File: src/rtl/input_word_port_pkg.sv
// Shared definitions for the operator input word port and its address decode.
package input_word_port_pkg;

  typedef enum logic [1:0] {
    REL,
    PRESS_WAIT,
    PRESSED,
    REL_WAIT
  } db_state_t;

  localparam int unsigned SW_WIDTH_DEF   = 8;
  localparam int unsigned WORD_WIDTH_DEF = 32;
  localparam int unsigned BYTES_PER_WORD = WORD_WIDTH_DEF / SW_WIDTH_DEF;

  // Memory-mapped address the RAM decoder steers to this port's read path.
  localparam logic [15:0] IN_PORT_ADDR = 16'hFFFC;

endpackage

File: src/rtl/input_word_port_btn_debounce.sv
// Push-button synchronizer and debouncer: one-cycle pulse per accepted press,
// plus the debounced level.
module btn_debounce
  import input_word_port_pkg::*;
#(
  parameter int unsigned DEBOUNCE_CYCLES = 50000
) (
  input  logic clk,
  input  logic rst_n,
  input  logic btn_raw,
  output logic press_pulse,
  output logic level
);

  localparam int unsigned CW = $clog2(DEBOUNCE_CYCLES + 1);
  localparam logic [CW-1:0] LAST = CW'(DEBOUNCE_CYCLES - 1);

  logic          sync1;
  logic          btn_s;
  db_state_t     state;
  logic [CW-1:0] cnt;

  always_ff @(posedge clk or negedge rst_n) begin
    if (!rst_n) begin
      sync1 <= 1'b0;
      btn_s <= 1'b0;
    end else begin
      sync1 <= btn_raw;
      btn_s <= sync1;
    end
  end

  // The transition fires on the cycle the counter steps onto DEBOUNCE_CYCLES,
  // giving 2 sync cycles + DEBOUNCE_CYCLES from raw edge to pulse.
  always_ff @(posedge clk or negedge rst_n) begin
    if (!rst_n) begin
      state       <= REL;
      cnt         <= '0;
      press_pulse <= 1'b0;
      level       <= 1'b0;
    end else begin
      press_pulse <= 1'b0;
      case (state)
        REL: begin
          if (btn_s) begin
            state <= PRESS_WAIT;
            cnt   <= CW'(1);
          end
        end
        PRESS_WAIT: begin
          if (!btn_s) begin
            state <= REL;
            cnt   <= '0;
          end else if (cnt == LAST) begin
            state       <= PRESSED;
            cnt         <= cnt + 1'b1;
            press_pulse <= 1'b1;
            level       <= 1'b1;
          end else begin
            cnt <= cnt + 1'b1;
          end
        end
        PRESSED: begin
          if (!btn_s) begin
            state <= REL_WAIT;
            cnt   <= CW'(1);
          end
        end
        REL_WAIT: begin
          if (btn_s) begin
            state <= PRESSED;
          end else if (cnt == LAST) begin
            state <= REL;
            cnt   <= '0;
            level <= 1'b0;
          end else begin
            cnt <= cnt + 1'b1;
          end
        end
        default: begin
          state <= REL;
          cnt   <= '0;
        end
      endcase
    end
  end

endmodule

File: src/rtl/input_word_port.sv
// Operator input port: assembles four debounced switch bytes into a word and
// presents it to the CPU read path with a valid / read-to-clear handshake.
module input_word_port
  import input_word_port_pkg::*;
#(
  parameter int unsigned DEBOUNCE_CYCLES = 50000,
  parameter int unsigned SW_WIDTH        = 8,
  parameter int unsigned WORD_WIDTH      = 32
) (
  input  logic                  clk,
  input  logic                  rst_n,
  input  logic                  btn_raw,
  input  logic [SW_WIDTH-1:0]   sw,
  input  logic                  rd_en,
  output logic [WORD_WIDTH-1:0] rd_data,
  output logic                  data_valid,
  output logic                  overrun,
  output logic [1:0]            byte_cnt
);

  localparam logic [1:0] LAST_BYTE = 2'(BYTES_PER_WORD - 1);

  logic                           press_pulse;
  logic                           level;
  logic                           press;
  logic                           complete;
  logic [WORD_WIDTH-SW_WIDTH-1:0] partial;
  logic [WORD_WIDTH-1:0]          word;

  btn_debounce #(
    .DEBOUNCE_CYCLES(DEBOUNCE_CYCLES)
  ) u_db (
    .clk        (clk),
    .rst_n      (rst_n),
    .btn_raw    (btn_raw),
    .press_pulse(press_pulse),
    .level      (level)
  );

  // level is always high while the pulse is; qualifying costs nothing.
  assign press    = press_pulse & level;
  assign complete = press && (byte_cnt == LAST_BYTE);

  // Only the lower bytes of the shift register are kept: the top byte would
  // be shifted straight out into rd_data at completion, so word is formed
  // combinationally from the held bytes plus the current switches.
  assign word = {partial, sw};

  always_ff @(posedge clk or negedge rst_n) begin
    if (!rst_n) begin
      partial    <= '0;
      byte_cnt   <= '0;
      rd_data    <= '0;
      data_valid <= 1'b0;
      overrun    <= 1'b0;
    end else begin
      if (press) begin
        partial  <= word[WORD_WIDTH-SW_WIDTH-1:0];
        byte_cnt <= byte_cnt + 1'b1;
      end

      if (complete && (!data_valid || rd_en)) begin
        rd_data <= word;
      end

      if (complete) begin
        data_valid <= 1'b1;
      end else if (rd_en) begin
        data_valid <= 1'b0;
      end

      if (complete && data_valid && !rd_en) begin
        overrun <= 1'b1;
      end else if (rd_en) begin
        overrun <= 1'b0;
      end
    end
  end

endmodule

File: config.mk
export PLATFORM = sky130hd
export DESIGN_NAME = input_word_port
export DESIGN_NICKNAME = d
export VERILOG_FILES = /design/src/rtl/input_word_port_pkg.sv /design/src/rtl/input_word_port_btn_debounce.sv /design/src/rtl/input_word_port.sv
export SDC_FILE = /design/constraint.sdc
export NUM_CORES = 1
export LEC_CHECK = 0
export CAP_MARGIN = 40
export CORE_MARGIN = 5
export CORE_UTILIZATION = 30
export DETAILED_ROUTE_END_ITERATION = 8
export GPL_TIMING_DRIVEN = 0
export RECOVER_POWER = 100
export SETUP_SLACK_MARGIN = 0.1
export SLEW_MARGIN = 25
export SYNTH_ARGS = -nofsm -noshare
export SYNTH_HDL_FRONTEND = slang
export SYNTH_SLANG_ARGS = --single-unit
File: constraint.sdc
create_clock -name clk -period 2.47 [get_ports clk]
set_input_delay 0.247 -clock clk [delete_from_list [all_inputs] [get_ports clk]]
set_output_delay 0.247 -clock clk [all_outputs]
set_load 0.05 [all_outputs]
Word level (Yosys, flattened, before mapping)
Cells that the tools add are included.
{"block": "classes", "addsub": 2, "n_eq_ne": 13, "n_mux": 24, "bitwise_logic": 1, "n_reduce_logical": 14}
{"operator": "two-way mux 16 bit", "count": 5}
{"operator": "case mux 16 bit (4 select lines)", "count": 1}
{"operator": "adder 16 x 1 -> 16 bit (second input constant)", "count": 1}
{"operator": "== test 16 bit (second input constant)", "count": 1}
{"operator": "two-way mux 2 bit", "count": 6}
{"operator": "two-way mux 1 bit", "count": 10}
{"operator": "!= test 2 x 1 -> 1 bit (second input constant)", "count": 4}
{"operator": "case mux 2 bit (4 select lines)", "count": 1}
{"operator": "== test 2 bit (second input constant)", "count": 3}
{"operator": "nonzero test 2 bit", "count": 3}
{"operator": "AND reduction 5 bit", "count": 1}
{"operator": "logical AND 1 bit", "count": 4}
{"operator": "!= test 2 bit (second input constant)", "count": 2}
{"operator": "AND reduction 4 bit", "count": 1}
{"operator": "!= test 3 x 1 -> 1 bit (second input constant)", "count": 1}
{"operator": "!= test 3 bit (second input constant)", "count": 1}
{"operator": "AND reduction 3 bit", "count": 1}
{"operator": "adder 2 x 1 -> 2 bit (second input constant)", "count": 1}
{"operator": "== test 2 x 1 -> 1 bit (second input constant)", "count": 1}
{"operator": "logical NOT 1 bit", "count": 2}
{"operator": "logical NOT 2 bit", "count": 1}
{"operator": "case mux 1 bit (2 select lines)", "count": 1}
{"operator": "AND 1 bit", "count": 1}
{"operator": "logical OR 1 bit", "count": 1}
{"block": "word_totals", "ff_bits": 82, "in_bits": 12}

Depth between registers and ports, before layout
{"block": "depth", "word_depth": 5, "depth_mapped": 6, "depth_no_buf": 5}

By module
From an unflattened synthesis, not the netlist that was laid out.
{"block": "unflattened", "hier_cells": 260, "hier_area_um2": 3473.3}
{"module": "input_word_port", "instances": 1, "cells_each": 132, "area_per_inst_um2": 2265.9}
{"module": "btn_debounce", "instances": 1, "cells_each": 128, "area_per_inst_um2": 1207.4}

Worst setup path before layout
OpenSTA, ideal clock, no wires.
{"block": "synth_path", "kind": "register -> register", "start": "register byte_cnt[0]", "end": "register rd_data[0]", "setup_ns": 0.125, "arrival_ns": 1.962, "t_required_ns": 2.345, "slack_ns": 0.384, "stages_incl_launch_ff": 6, "period_less_slack_ns": 2.086, "path_cell_list": "dfrtp_1 > ha_1 > nand3_1 > a21oi_1 > clkbuf_1 > mux2_2"}
{"block": "synth_between", "elab_chain_len": 3}
{"element": "start, declared", "line": "input_word_port.sv:18", "text": "output logic [1:0] byte_cnt"}
{"element": "start signal, assigned", "line": "input_word_port.sv:59", "text": "byte_cnt <= byte_cnt + 1'b1;"}
{"element": "== test 2 bit", "line": "input_word_port.sv:42", "text": "assign complete = press && (byte_cnt == LAST_BYTE);"}
{"element": "logical AND 1 bit", "line": "input_word_port.sv:42"}
{"element": "logical AND 1 bit", "line": "input_word_port.sv:62", "text": "if (complete && (!data_valid || rd_en)) begin"}
{"element": "end signal, assigned", "line": "input_word_port.sv:63", "text": "rd_data <= word;"}
{"element": "end, declared", "line": "input_word_port.sv:15", "text": "output logic [WORD_WIDTH-1:0] rd_data,"}
No other way between the ends.
A chain may end at the register's enable or synchronous reset.

Worst setup path after layout
{"block": "layout_path", "start": "register u_db.cnt[10]", "end": "register u_db.cnt[6]"}
{"block": "layout_between", "elab_chain_len": 4}
{"element": "start, declared", "line": "input_word_port_btn_debounce.sv:21", "text": "logic [CW-1:0] cnt;"}
{"element": "start signal, assigned", "line": "input_word_port_btn_debounce.sv:56", "text": "cnt <= cnt + 1'b1;"}
{"element": "start signal, assigned", "line": "input_word_port_btn_debounce.sv:60", "text": "cnt <= cnt + 1'b1;"}
{"element": "start signal, assigned", "line": "input_word_port_btn_debounce.sv:77", "text": "cnt <= cnt + 1'b1;"}
{"element": "== test 16 bit", "line": "input_word_port_btn_debounce.sv:54, input_word_port_btn_debounce.sv:72"}
{"element": "two-way mux 16 bit", "line": "input_word_port_btn_debounce.sv:72", "text": "end else if (cnt == LAST) begin"}
{"element": "two-way mux 16 bit", "line": "input_word_port_btn_debounce.sv:70", "text": "if (btn_s) begin"}
{"element": "case mux 16 bit (4 select lines)", "line": "input_word_port_btn_debounce.sv:43", "text": "case (state)"}
No other way between the ends. The select of a mux whose other input is x is not followed.

==> results.sh <==
export IMPL_h_tree_depth=3
export IMPL_synth_flop_cell="dfrtp_1"
export IMPL_syn2layout_area_growth_pct=26.7
export IMPL_clk_pin_slew_worst_paths_ns=0.06
export IMPL_hp_start="u_db.sync1"
export IMPL_min_to="u_db.btn_s"
export IMPL_nFillCells=1104
export IMPL_via_count=2465
export IMPL_die_h_um=119
export IMPL_cts_buffer_depth=2
export IMPL_path_class="flip-flop to flip-flop"
export IMPL_globalplace_congestion=0.813
export IMPL_fin_nets=343
export IMPL_grt_pass1_vias=2491
export IMPL_rows=39
export IMPL_clk_latency_ns=0.34
export IMPL_worst_slew_pin_slew_ns=0.944
export IMPL_first_iter_violations=156
export IMPL_ys_seq_area_share_pct=57.6
export IMPL_ys_ff_latch=82
export IMPL_power_density_nw_per_um2=648
export IMPL_grt_setup_unrepaired="false"
export IMPL_arrival_ns=2.45
export IMPL_synth_edf_count=0
export IMPL_reg2reg_from="u_db.cnt[10]"
export IMPL_outcome="finished, final reports clean"
export IMPL_die_w_um=119
export IMPL_num_antenna_cells=0
export IMPL_ctsResizeCount=0
export IMPL_antenna_found_initial=0
export IMPL_synth_area_um2=3560
export IMPL_crit_required_ns=2.69
export IMPL_first_pass_iters=4
export IMPL_cts_tree="built"
export IMPL_leakage_uw=0.00209
export IMPL_overflow=0
export IMPL_hold_viol_final=0
export IMPL_slew_viol_final=0
export IMPL_io_pins=48
export IMPL_syn_inst=269
export IMPL_peakVddDrop_uv=370
export IMPL_hold_path_class="flip-flop to flip-flop"
export IMPL_timing_rr_end="u_db.cnt[6]"
export IMPL_post_route_min_period_ns=2.23
export IMPL_clock_sinks=82
export IMPL_track_usage_pct=11.4
export IMPL_finalSetupTns_ns=0
export IMPL_hpwl_um=5390
export IMPL_setup_slack_ns=0.240
export IMPL_grt_max_degree=45
export IMPL_hold_path_depth=0
export IMPL_grt_first_pass_wirelength_um=12900
export IMPL_synthesis_yosys_warnings=0
export IMPL_syn_nets=283
export IMPL_ff2ff_setup_slack_ns=0.24
export IMPL_drive_above_1_share_pct=24.3
export IMPL_core_area_um2=11500
export IMPL_finalNonFillerCells=476
export IMPL_postSynthAreaPerCell_um2=13.2
export IMPL_fmax_mhz=448
export IMPL_setup_viol_count_final=0
export IMPL_path_max_fanout=10
export IMPL_slew_headroom_pct=37.1
export IMPL_synthArstFlopShare_pct=100
export IMPL_ant_nets=0
export IMPL_wire_per_inst_um=16.2
export IMPL_die_area_um2=14100
export IMPL_cts_buffers=9
export IMPL_crit_path_end_kind="flip-flop"
export IMPL_reg2reg_depth=5
export IMPL_numPortBuffers=47
export IMPL_start_util_pct=30.9
export IMPL_pre_cts_ws_ns=0.159
export IMPL_post_place_cells=460
export IMPL_cts_root_buf="clkbuf_16"
export IMPL_fin_skew_ns=0.00758
export IMPL_drv_cap=0
export IMPL_drt_total_wl_um=7730
export IMPL_fin_crit_sh_pct=90.3
export IMPL_routed_via_density=5.18
export IMPL_route_detailed_drc=0
export IMPL_ys_types=47
export IMPL_start_kind="flip-flop"
-- area by class of cell --
cell class                      instances  area [um^2]  share of cell area (%)
Multi-Input combinational cell        167         1380                    30.6
Clock buffer                            9          225                    4.99
Clock inverter                          6         90.1                    2.00
Inverter                                6         22.5                   0.499
Buffer                                 14         77.6                    1.72
Timing Repair Buffer                   49          483                    10.7
Sequential cell                        82         2050                    45.5
Tap cell                              143          179                    3.97
-- critical path: stages (launching register included) --
cell and delay (ns):
dfrtp_1 0.42, or4b_1 0.56, nor4_1 0.43, clkbuf_2 0.34, nor3_1 0.09, a221o_1 0.26
-- how the worst max path moves through the flow --
stage	from	to	slack, ns
after floorplan	byte_cnt[0]	rd_data[0]	0.38
after global placement	rst_n	partial[17]	-1.82
after detailed placement	rd_en	rd_data[5]	0.16
after CTS	byte_cnt[0]	rd_data[5]	0.27
after global routing	byte_cnt[0]	rd_data[4]	0.12
final	u_db.cnt[10]	u_db.cnt[6]	0.24
-- per-stage QoR --
stage          cell area (um^2)  hold slack [ns]  power, uW  utilization, %
5_1_grt                    4510            0.364       3040            39.2
3_5_place_dp               4230            0.258       1540            36.8
3_3_place_gp               4210            0.337       1530            36.5
4_1_cts                    4560            0.341       2980            39.6
6_report                   4510            0.359       2930            39.2
2_1_floorplan              3560          -0.0486       1460               -
-- state kept, by name, indices dropped and copies added (netlist names), named ones only --
register and cells:
byte_cnt 2, data_valid 1, overrun 1, partial 24, rd_data 32, u_db.btn_s 1
u_db.cnt 16, u_db.level 1, u_db.press_pulse 1, u_db.state 1, u_db.sync1 1
-- routing by layer --
layer	track usage [%]	routed length, um	up-vias	share of wire (%)
li1	-	-	1134	-
met1	14.7	3530	1270	46
met2	17.8	3690	47	48
met3	2.42	319	14	4.1
met4	6.52	197	0	2.5
met5	0	0	-	0
-- layout by cell type, fill, tap and decap left out, types with 3 or more instances in the layout --
cell,count
dfrtp_1,82
mux2_2,57
dlygate4sd3_1,38
nor3_1,10
clkbuf_1,9
o31ai_1,9
clkbuf_16,9
clkdlybuf4s50_1,9
nor2_1,8
nand3_1,8
nor4_1,8
nand2_1,8
inv_1,6
a22o_1,6
nand4_1,4
a221o_1,4
nand4b_1,3
buf_6,3
nor4b_1,3
nor2b_1,3
-- cell usage after synthesis, types with 2 or more instances --
master    instances  share of area (%)
nor2b_1           3               0.53
or4_1             2               0.42
nor4b_1           3               0.74
dfrtp_1          82                 58
clkbuf_1          8               0.84
o31ai_1           9                1.9
inv_1             6               0.63
a21oi_1           2               0.28
buf_6             3               0.95
a22o_1            6                1.5
nor2_1            7               0.74
nand4_1           4               0.70
a221o_1           4                1.1
nand4b_1          3               0.74
nor4_1            7                1.2
mux2_2           57                 18
a21o_1            2               0.42
buf_2             2               0.28
nand2_1           8               0.84
ha_1              2               0.70
nor3_1           10                1.4
and2_1            3               0.53
o21ai_0           2               0.28
nor3b_1           2               0.42
nand3_1           8                1.1
a41oi_1           2               0.49
o21ai_1           2               0.28
-- report_power, final --
group,internal [uW],switching (uW),total (uW)
clock,884,534,1420
sequential,1360,13.9,1380
combinational,48.6,83.1,132
total,2290,631,2930
-- cells by family after synthesis --
kind of cell	after synthesis	share of synthesized area (%)
fa+ha+maj	2	0.703
compound gates	35	7.73
simple gates	70	12.2
xor+xnor	2	0.492
mux	58	18.3
buf+inv	20	2.92
flops	82	57.6
-- repair_timing --
item,in CTS,in global routing
endpoints found under the hold margin,38,0
hold buffers,1,0
buffers inserted,0,0
(Power assumes the default switching activity.)
==> RTL edit 1: new RTL, same settings <==
Set the parameter `WORD_WIDTH` to 36 (it was 32).
--- a/src/rtl/input_word_port.sv
+++ b/src/rtl/input_word_port.sv
@@ -6,5 +6,5 @@
   parameter int unsigned DEBOUNCE_CYCLES = 50000,
   parameter int unsigned SW_WIDTH        = 8,
-  parameter int unsigned WORD_WIDTH      = 32
+  parameter int unsigned WORD_WIDTH      = 36
 ) (
   input  logic                  clk,
Ports: changed (resized rd_data); port bits go from 48 to 52. No check against the original RTL was run, so the function may have changed too.
==> RTL edit 1 against the original RTL <==
  * Power fell by 0.89%
  * Cell area rose by 5.0%
  * Worst setup slack improved by 0.062 ns
  * Wire length fell by 5.1%
  * Combinational power rose by 5%
  * Utilization rose by 0.12 points
  * Synthesized area rose by 4.4%
  * The flow now finishes with violations (max-capacitance violations, max-slew violations)
  * Sequential cell count rose by 8
==> RTL edit 1: results (changes against the original RTL) <==
Mapped Nets 286 (+1.1%); slowest CP cell dfrtp_1; synth cell count leaders dfrtp_1, mux2_2, nand3_1; CTS Buf Count 9 (unchanged); Final Max Tran Viols 32 (+32); RD Place Congestion 0.862 (+6.0%); drt pass-1 iters 4 (unchanged); Crit path arrival time 2.39 ns (-0.06 ns); DRT iter0 DRCs 121 (-22%); post-synth cell types 41 (-13%); first-pass GRT wire length 12300 um (-4.2%); routed len/inst 14.4 um (-11%); dpl hpwl 5190 um (-3.6%); Port Buf Inserts 51 (+8.5%); Post-Synth Adder-Cell Area 0.00674 (-0.000294); Synth area leaders dfrtp_1, mux2_2, nand3_1; Worst Max-Slew Pin Slew 1.77 ns (+0.828 ns); CP Max Fanout 8 (-2); failing checks max-capacitance violations, max-slew violations; Place WS 0.265 ns (+0.106 ns); Seq/Total Area, Yosys 0.606 (+0.0298); vias in the first global route 2459 (-1.3%); status finished with violations; Critical Path Max Stage Delay 0.44 ns (-0.12 ns); Top Registers rd_data: 36 flops, partial: 28 flops, u_db.cnt: 16 flops; Clock Skew 0.00711 ns (-0.000469 ns); area share of xor/xnor cells in the synthesized design 0.00236 (-0.00256); Synth Area in Compound Gates 0.0781 (+0.000812); post-synthesis mux area share 0.200 (+0.0166); largest net degree at the start of global routing 60 (+33%); All-Layer GR Usage 0.105 (-0.00924); maxcap violations 1 (+1)
## RTL edit 1: timing repair
| item | CTS | global route |
|---|---|---|
| setup buffers | 0 | 0 |
| hold endpoints to repair | 31 | 0 |
| hold buffers | 1 | 0 |
## RTL edit 1: path summary, 6_finish.rpt
path	from	to	slack, ns
max	u_db.cnt[11]	u_db.cnt[8]	0.30
min	u_db.sync1	u_db.btn_s	0.35
max reg2reg	u_db.cnt[11]	u_db.cnt[8]	0.30
min reg2reg	u_db.sync1	u_db.btn_s	0.35
max in group asynchronous	rst_n	u_db.cnt[6]	0.52
min in group asynchronous	rst_n	rd_data[34]	0.92
## RTL edit 1: cell families after synthesis
kind of cell               Yosys count
AOI/OAI and AO/OA                   42
xor gates and xnor gates             1
adders and majority gates            2
buffers and inverters               13
DFF                                 90
muxes                               66
and+or+nand+nor                     58
## RTL edit 1: power breakdown
part | internal [W] | switching, W
sequential | 0.00149 | 0.0000126
combinational | 0.0000507 | 0.0000875
clock | 0.000687 | 0.000568
total | 0.00223 | 0.000668
## RTL edit 1: worst reg2reg max path: stages, from the launching register on
cell and delay (ns):
dfrtp_1 0.44, or3b_1 0.44, nor4_4 0.41, a21o_1 0.36, o21ai_0 0.15, a22o_1 0.26
## RTL edit 1: per-layer routing
metal	global-route usage	routed length, um	vias up
li1	-	-	1126
met5	0	0	-
met2	0.168	3410	58
met4	0.0483	147	0
met1	0.138	3430	1176
met3	0.0182	353	12
## RTL edit 1: metrics by stage
stage                     TNS (ns)  utilization  area [um^2]  cells
after floorplan                  0            -         3710    272
after global placement     -189.16        0.368         4440    491
after detailed placement         0        0.371         4470    493
after CTS                        0        0.394         4750    510
after global routing             0        0.393         4740    510
final                            0        0.393         4740    510
## RTL edit 1: area by class of cell
class	instances	area, um^2
timing repair buffer	54	547
fill	1135	7320
clock buffer	11	233
multi-input combinational	169	1410
tap	168	210
buffer	9	37.5
clock inverter	5	40.0
inverter	4	15.0
sequential	90	2250
==> RTL edit 2: new RTL, config.mk and constraints unchanged <==
Without the edit above. Register the inputs `btn_raw`, `sw` and `rd_en` before use. The logic sees them one clock later.
--- a/src/rtl/input_word_port.sv
+++ b/src/rtl/input_word_port.sv
@@ -21,4 +21,14 @@
   localparam logic [1:0] LAST_BYTE = 2'(BYTES_PER_WORD - 1);
 
+  logic btn_raw_q;
+  logic [SW_WIDTH-1:0] sw_q;
+  logic rd_en_q;
+
+  always_ff @(posedge clk) begin
+    btn_raw_q <= btn_raw;
+    sw_q      <= sw;
+    rd_en_q   <= rd_en;
+  end
+
   logic                           press_pulse;
   logic                           level;
@@ -33,5 +43,5 @@
     .clk        (clk),
     .rst_n      (rst_n),
-    .btn_raw    (btn_raw),
+    .btn_raw    (btn_raw_q),
     .press_pulse(press_pulse),
     .level      (level)
@@ -45,5 +55,5 @@
   // be shifted straight out into rd_data at completion, so word is formed
   // combinationally from the held bytes plus the current switches.
-  assign word = {partial, sw};
+  assign word = {partial, sw_q};
 
   always_ff @(posedge clk or negedge rst_n) begin
@@ -60,5 +70,5 @@
       end
 
-      if (complete && (!data_valid || rd_en)) begin
+      if (complete && (!data_valid || rd_en_q)) begin
         rd_data <= word;
       end
@@ -66,11 +76,11 @@
       if (complete) begin
         data_valid <= 1'b1;
-      end else if (rd_en) begin
+      end else if (rd_en_q) begin
         data_valid <= 1'b0;
       end
 
-      if (complete && data_valid && !rd_en) begin
+      if (complete && data_valid && !rd_en_q) begin
         overrun <= 1'b1;
-      end else if (rd_en) begin
+      end else if (rd_en_q) begin
         overrun <= 1'b0;
       end
Function: same outputs for any inputs over 10 cycles, from zero or initial values and one cycle with rst_n low; that may be too few to reach the edited logic, so the function may still have changed.
==> RTL edit 2 against the original RTL <==
  * Worst setup slack got worse by 0.051 ns
  * Cell area up 1.2%
  * Synthesized area increased by 1.3%
  * Wire length is 9.3% lower
  * Final cell count grew 1.3%
  * Global-route usage shrank 1.2 points
  * Largest cell class unchanged
  * Combinational power shrank 43%
  * Sequential cell count grew 10
  * Power decreased by 1.9%
==> RTL edit 2: results (changes against the original RTL) <==
Via density 4.80 (-7.3%); area share of xor/xnor cells in the synthesized design 0.00972 (+0.00480); Post-Syn Area per Cell 13.4 um^2 (+1.3%); end point of the critical path u_db.cnt[5]; dpl hpwl 4920 um (-8.6%); largest net degree at the start of global routing 52 (+16%); vias in the first global route 2305 (-7.5%); status complete, no violations; Lkg Pwr 2.19 nW (+5.0%); Seq pwr share 0.532 (+0.062); synth cell count leaders dfrtp_1, mux2_2, nand2_1; Seq/Total Area, Yosys 0.625 (+0.0483); path depth of the worst reg2reg path 4 (-1); Place WS 0.121 ns (-0.0372 ns); post-synthesis mux area share 0.178 (-0.00542); P_int 0.00224 W (-2.5%); fraction of layout cells with a size suffix above 1 0.245 (+0.00153); post-synth cell types 35 (-26%); Final Routed Wirelength 7010 um (-9.3%); first-pass GRT wire length 11800 um (-8.5%); Layout Cells excl Fill 482 (+1.3%); Worst Hold Endpoint u_db.sync1; asr flop ratio synth 0.891 (-0.109); R2R Setup Slk 0.19 ns (-0.05 ns); met3 global-route usage 0.0236 (-0.000608)
-- RTL edit 2: cell count changes in the layout (fill, tap and decap cells not counted), sizes merged, moves of 7 or more --
cell	unedited run	this run
a21oi	2	12
clkdlybuf4s50	9	0
dfxtp	0	10
dlygate4sd3	38	47
nand2	8	17
nor3	10	0
nor4	8	1
-- RTL edit 2: timing repair --
item                                   in CTS  in global routing
setup endpoints to repair                   0                 28
endpoints found under the hold margin      50                  0
resized for setup                           0                  5
hold buffers                                1                  0
-- RTL edit 2: final cells by class --
cell class,instances,share of cell area
clock inverter,6,0.0101
sequential,92,0.493
buffer,9,0.00850
clock buffer,10,0.0502
inverter,6,0.00493
tap,147,0.0403
multi-input combinational,162,0.282
timing repair buffer,50,0.110
-- RTL edit 2: worst max-delay path, delay by kind of cell (launching register included) --
family | cells | cell delay, ns
AO/OA/AOI/OAI | 1 | 0.40
flip-flops | 1 | 0.44
AND/OR/NAND/NOR | 3 | 1.30
